$ cat config.mk
export PLATFORM = sky130hd
export DESIGN_NAME = answer_judge
export DESIGN_NICKNAME = d
export VERILOG_FILES = /design/src/rtl/answer_judge_pkg.sv /design/src/rtl/answer_judge_key_sync_edge.sv /design/src/rtl/answer_judge.sv
export SDC_FILE = /design/constraint.sdc
export NUM_CORES = 1
export LEC_CHECK = 0
export ABC_AREA = 1
export ABC_CLOCK_PERIOD_IN_PS = 1600
export CORE_MARGIN = 2
export CORE_UTILIZATION = 30
export DETAILED_ROUTE_END_ITERATION = 10
export DONT_BUFFER_PORTS = 1
export PLACE_DENSITY = 0.48
export REMOVE_ABC_BUFFERS = 1
export SYNTH_ARGS = -nofsm -noshare
export SYNTH_HDL_FRONTEND = slang
export SYNTH_SLANG_ARGS = --single-unit
export TNS_END_PERCENT = 1
$ cat constraint.sdc
create_clock -name clock -period 1.6 [get_ports clock]
set_input_delay 0.32 -clock clock [delete_from_list [all_inputs] [get_ports clock]]
set_output_delay 0.32 -clock clock [all_outputs]
set_load 0.005 [all_outputs]
$ cat src/rtl/answer_judge_pkg.sv
// Shared types and constants for the answer judge: FSM encoding, target LFSR taps, build defaults.
package answer_judge_pkg;

    typedef enum logic [1:0] {
        IDLE = 2'd0,
        ARM  = 2'd1,
        WAIT = 2'd2,
        HOLD = 2'd3
    } state_t;

    // Feedback taps l[7]^l[5]^l[4]^l[3]
    localparam logic [7:0] LFSR_TAPS     = 8'hB8;
    localparam int         KEY_W_DEF     = 4;
    localparam logic [7:0] LFSR_SEED_DEF = 8'hA5;

    function automatic logic [7:0] lfsr_step(input logic [7:0] l);
        return {l[6:0], ^(l & LFSR_TAPS)};
    endfunction

endpackage

$ cat src/rtl/answer_judge_key_sync_edge.sv
// Two-flop synchronizer plus registered rising-edge detect for asynchronous push-buttons.
// o_ks lags the raw input by 2 clocks; o_rise is registered and lags it by 3.
module key_sync_edge #(
    parameter int W = 4
) (
    input  logic         i_clk,
    input  logic         i_rst_n,
    input  logic [W-1:0] i_d,
    output logic [W-1:0] o_ks,
    output logic [W-1:0] o_rise
);

    logic [W-1:0] r_meta;
    logic [W-1:0] r_ks;
    logic [W-1:0] r_ks_d;
    logic [W-1:0] r_rise;

    always_ff @(posedge i_clk) begin
        if (!i_rst_n) begin
            r_meta <= '0;
            r_ks   <= '0;
            r_ks_d <= '0;
            r_rise <= '0;
        end else begin
            r_meta <= i_d;
            r_ks   <= r_meta;
            r_ks_d <= r_ks;
            r_rise <= r_ks & ~r_ks_d;
        end
    end

    assign o_ks   = r_ks;
    assign o_rise = r_rise;

endmodule

$ cat src/rtl/answer_judge.sv
// Picks a pseudo-random one-hot target per round and judges the player's key press or timeout.
// correct/wrong are registered one-cycle pulses, 3 clocks after a raw press is first sampled.
module answer_judge
    import answer_judge_pkg::*;
#(
    parameter int         KEY_W         = KEY_W_DEF,
    parameter logic [7:0] LFSR_SEED     = LFSR_SEED_DEF,
    parameter int         TIMEOUT_TICKS = 3
) (
    input  logic             clock,
    input  logic             reset,
    input  logic             game_on,
    input  logic             tick,
    input  logic [KEY_W-1:0] keys,
    output logic [KEY_W-1:0] target,
    output logic             correct,
    output logic             wrong,
    output logic [1:0]       state
);

    localparam int               CNT_W     = $clog2(TIMEOUT_TICKS) + 1;
    localparam logic [7:0]       SEED_EFF  = (LFSR_SEED == 8'h00) ? 8'h01 : LFSR_SEED;
    localparam logic [CNT_W-1:0] LAST_TICK = CNT_W'(TIMEOUT_TICKS - 1);

    logic [KEY_W-1:0] w_ks;
    logic [KEY_W-1:0] w_rise;
    logic [7:0]       w_lfsr_next;
    logic [KEY_W-1:0] w_target_next;

    state_t           r_state;
    logic [7:0]       r_lfsr;
    logic [KEY_W-1:0] r_target;
    logic [CNT_W-1:0] r_tick_cnt;
    logic             r_correct;
    logic             r_wrong;

    key_sync_edge #(.W(KEY_W)) u_key_sync (
        .i_clk   (clock),
        .i_rst_n (reset),
        .i_d     (keys),
        .o_ks    (w_ks),
        .o_rise  (w_rise)
    );

    assign w_lfsr_next   = lfsr_step(r_lfsr);
    assign w_target_next = KEY_W'(1) << w_lfsr_next[1:0];

    always_ff @(posedge clock) begin
        if (!reset) begin
            r_state    <= IDLE;
            r_lfsr     <= SEED_EFF;
            r_target   <= '0;
            r_tick_cnt <= '0;
            r_correct  <= 1'b0;
            r_wrong    <= 1'b0;
        end else begin
            r_correct <= 1'b0;
            r_wrong   <= 1'b0;
            // Leaving the game overrides everything, including a press judged this cycle
            if (!game_on) begin
                r_state  <= IDLE;
                r_target <= '0;
            end else begin
                case (r_state)
                    IDLE: begin
                        r_target <= '0;
                        r_state  <= ARM;
                    end
                    ARM: begin
                        r_lfsr     <= w_lfsr_next;
                        r_target   <= w_target_next;
                        r_tick_cnt <= '0;
                        r_state    <= WAIT;
                    end
                    WAIT: begin
                        if (w_rise != '0) begin
                            if (w_ks == r_target) r_correct <= 1'b1;
                            else                  r_wrong   <= 1'b1;
                            r_state <= HOLD;
                        end else if (tick) begin
                            if (r_tick_cnt == LAST_TICK) begin
                                r_wrong <= 1'b1;
                                r_state <= ARM;
                            end else begin
                                r_tick_cnt <= r_tick_cnt + CNT_W'(1);
                            end
                        end
                    end
                    HOLD: begin
                        if (w_ks == '0) r_state <= ARM;
                    end
                    default: r_state <= IDLE;
                endcase
            end
        end
    end

    assign target  = r_target;
    assign correct = r_correct;
    assign wrong   = r_wrong;
    assign state   = r_state;

endmodule

==> flow_metrics.py <==
metrics = {
    "logic_synthesis": {
        "synth_top_area_cell": "dfxtp_1",
        "yosys.cell_types.count": 18,
        "yosysSeqAreaShare_pct": 48.87,
        "ys_async_sr_fraction_pct": 0,
        "synth_edf_count": 0,
        "ys.flop_type": "dfxtp_1",
        "synth.area.top_cells": "dfxtp_1, nand2_1, inv_1",
        "syn_area_mm2": 0.001434,
        "synthCells": 186,
        "synth_top_area_share_pct": 48.87,
        "yosys_warnings": 0,
        "ys_ff_latch": 35,
        "syn_avg_cell_area_um2": 7.709,
    },
    "setup_path": {
        "max_stage_delay_ns": 0.37,
        "crit_path_top_delay_cell": "dfxtp_2",
        "critical_path_class": "reg -> reg",
        "critPathTopFamily": "simple AND/OR/NAND/NOR gates",
        "rr_startpoint": "state[0]",
        "path_depth": 8,
        "crit_buf_inv": 1,
        "worstPathRequired_ns": 1.78,
        "worstRegToRegCells": 8,
        "cp-endpoint": "r_tick_cnt[1]",
        "r2r_end": "r_tick_cnt[1]",
        "r2r_setup_slack_ns": 0.22,
        "worstPathCellList": "inv_1 -> ha_1 -> nand2_1 -> nand3_2 -> nor2_4 -> nand2_2 -> o21ai_1 -> nor2_1",
        "start_kind": "flop",
        "critPathMaxFanout": 5,
        "endpoint_kind": "flop",
        "startpoint": "state[0]",
        "worstPathArrival_ns": 1.56,
    },
    "routing": {
        "postRouteAntennaNets": 0,
        "finalWirelength_um": 2476,
        "first_iter_violations": 36,
        "routed_via_density": 4.161,
        "drt-pass1-iter-count": 4,
        "num_vias": 1036,
        "drc": 0,
        "wl_per_cell_um": 9.944,
    },
    "die": {
        "io_pins": 16,
        "placementRows": 25,
        "dieArea_mm2": 0.005349,
        "initial_core_util_pct": 30.77,
        "core_area_mm2": 0.004661,
        "die_y_um": 73.14,
        "die_x_um": 73.14,
    },
    "timing": {
        "finalHoldViolations": 0,
        "fmax_mhz": 725.3,
        "rsz0062_at_grt": "no",
        "clock_skew_ns": 0.003011,
        "setup-tns-final_ns": 0,
        "timing.slew.headroom_pct": 81.85,
        "fin_crit_sh_pct": 86.17,
        "setup_viol": 0,
        "maxSlewViolCount": 0,
        "worstMarginPinSlew_ns": 0.2716,
        "fin_crit_ns": 1.379,
    },
    "min_path": {
        "holdCritPathClass": "in -> reg",
        "whs_path_depth": 1,
    },
    "placement": {
        "io_buffer_count": 0,
        "post-place-cells": 241,
        "gp_congestion": 0.7796,
        "dp_hpwl_um": 1743,
    },
    "final_layout": {
        "area_delta_synth_final_pct": 13.79,
        "fin_nets": 210,
        "drive_above_1_share_pct": 9.231,
        "final_cells": 249,
        "antenna_cells": 0,
    },
    "global_route": {
        "grt-ovfl-total": 0,
        "grtUsageMet3_pct": 4.972,
        "grt_pass1_vias": 992,
        "use_met2_pct": 15.12,
        "grtUsageMet1_pct": 13.10,
        "grt.total_usage_pct": 10.83,
        "antenna_found_initial": 0,
        "grt_pass1_wl_um": 4340,
        "grt-busiest-layer": "met2",
        "grt_max_degree": 24,
    },
    "clocking": {
        "root_buffer": "clkbuf_8",
        "ctsHoldBuffers": 0,
        "clk_path_buf_depth": 2,
        "cts_tree": "done",
        "clkSlewWorstSetupHoldPaths_ns": 0.07,
        "insertion_delay_ns": 0.28,
        "cts_made_buffers": 5,
        "htree_levels": 2,
        "cts_sinks": 35,
    },
    "job": {
        "drv_cap": 0,
    },
    "run_status": {
        "status": "finished, final reports clean",
    },
    "power": {
        "powerDensity_mw_per_mm2": 1126,
        "ir_worst_vdd_v": 0.0004124,
        "power.leakage_nw": 0.7767,
    },
}
[cell usage in the layout, fill, tap and decap left out, drive strengths merged]
master  instances
nand3          14
xnor2           7
ha              8
nor2           24
bufinv          1
nand4           1
nand2          50
buf             3
a21oi           9
clkbuf          6
clkinv          1
inv            29
nor3            1
dfxtp          35
o21ai           6
[timing repair]
action	4_1_cts	5_1_grt
setup buffers	0	0
endpoints found under the setup margin	0	1
resized for setup	0	1
[flip-flops by register name, summed over array words and instances (netlist names)]
signal             count
r_lfsr                 8
target                 4
u_key_sync.o_ks        4
u_key_sync.o_rise      4
u_key_sync.r_ks_d      4
u_key_sync.r_meta      4
r_tick_cnt             3
state                  2
correct                1
wrong                  1
[metrics by stage]
stage / hold slack [ns] / total power [mW] / util, % / setup slack [ns] / instance area [um2]
finish: 0.1295 / 1.838 / 35.01 / 0.2212 / 1632
global placement: 0.3742 / 1.050 / 32.46 / 0.1887 / 1513
global route: 0.1115 / 1.935 / 35.01 / 0.07010 / 1632
detailed placement: 0.3754 / 1.049 / 32.46 / 0.1492 / 1513
floorplan: 0.3681 / 1.023 / - / 0.2415 / 1423
CTS: 0.1182 / 1.866 / 34.98 / 0.1492 / 1630
[how the worst min path moves through the flow]
stage                          from                   end  slack [ns]
2_1_floorplan  u_key_sync.r_ks_d[0]  u_key_sync.o_rise[0]        0.37
3_3_place_gp   u_key_sync.r_ks_d[2]  u_key_sync.o_rise[2]        0.37
3_5_place_dp   u_key_sync.r_ks_d[2]  u_key_sync.o_rise[2]        0.38
4_1_cts                       reset             r_lfsr[7]        0.12
5_1_grt                       reset             r_lfsr[5]        0.11
6_report                      reset             r_lfsr[7]        0.13
[logic make-up (layout without fill, tap and decap cells)]
family / Yosys count / after routing / share of synthesized area (%)
AOI/OAI and AO/OA: 15 / 15 / 5.235
xor gates and xnor gates: 7 / 7 / 4.276
adders and majority gates: 8 / 8 / 6.981
buffers and inverters: 31 / 40 / 8.377
DFF: 35 / 35 / 48.87
and+or+nand+nor: 90 / 90 / 26.26
[report_power, final]
part           switching [mW]  internal, mW
Clock                   0.306         0.504
Combinational          0.0643        0.0435
Sequential             0.0187         0.901
[cells in the mapped netlist (2+ instances only)]
cell	n
inv_1	27
dfxtp_1	35
inv_2	2
nand2_2	2
nor2_1	23
nand3_1	13
ha_1	8
xnor2_1	7
o21ai_0	5
nand2_1	48
a21oi_1	9
[routing by layer]
| layer | wire, um | share of wire, % |
|---|---|---|
| met3 | 210 | 8.5 |
| met2 | 991 | 40 |
| met5 | 0 | 0 |
| met1 | 1220 | 49 |
| met4 | 54 | 2.2 |
[final cells by class]
cell class | count | area, um2
inverters | 29 | 108.9
fillers | 485 | 3029
clock inverters | 2 | 35.03
flip-flops and latches | 35 | 701.9
repair buffers | 3 | 22.52
multi-input cells | 120 | 613.1
well taps | 54 | 67.56
clock buffers | 6 | 82.58
No activity file was read; power rests on OpenSTA's default activity.
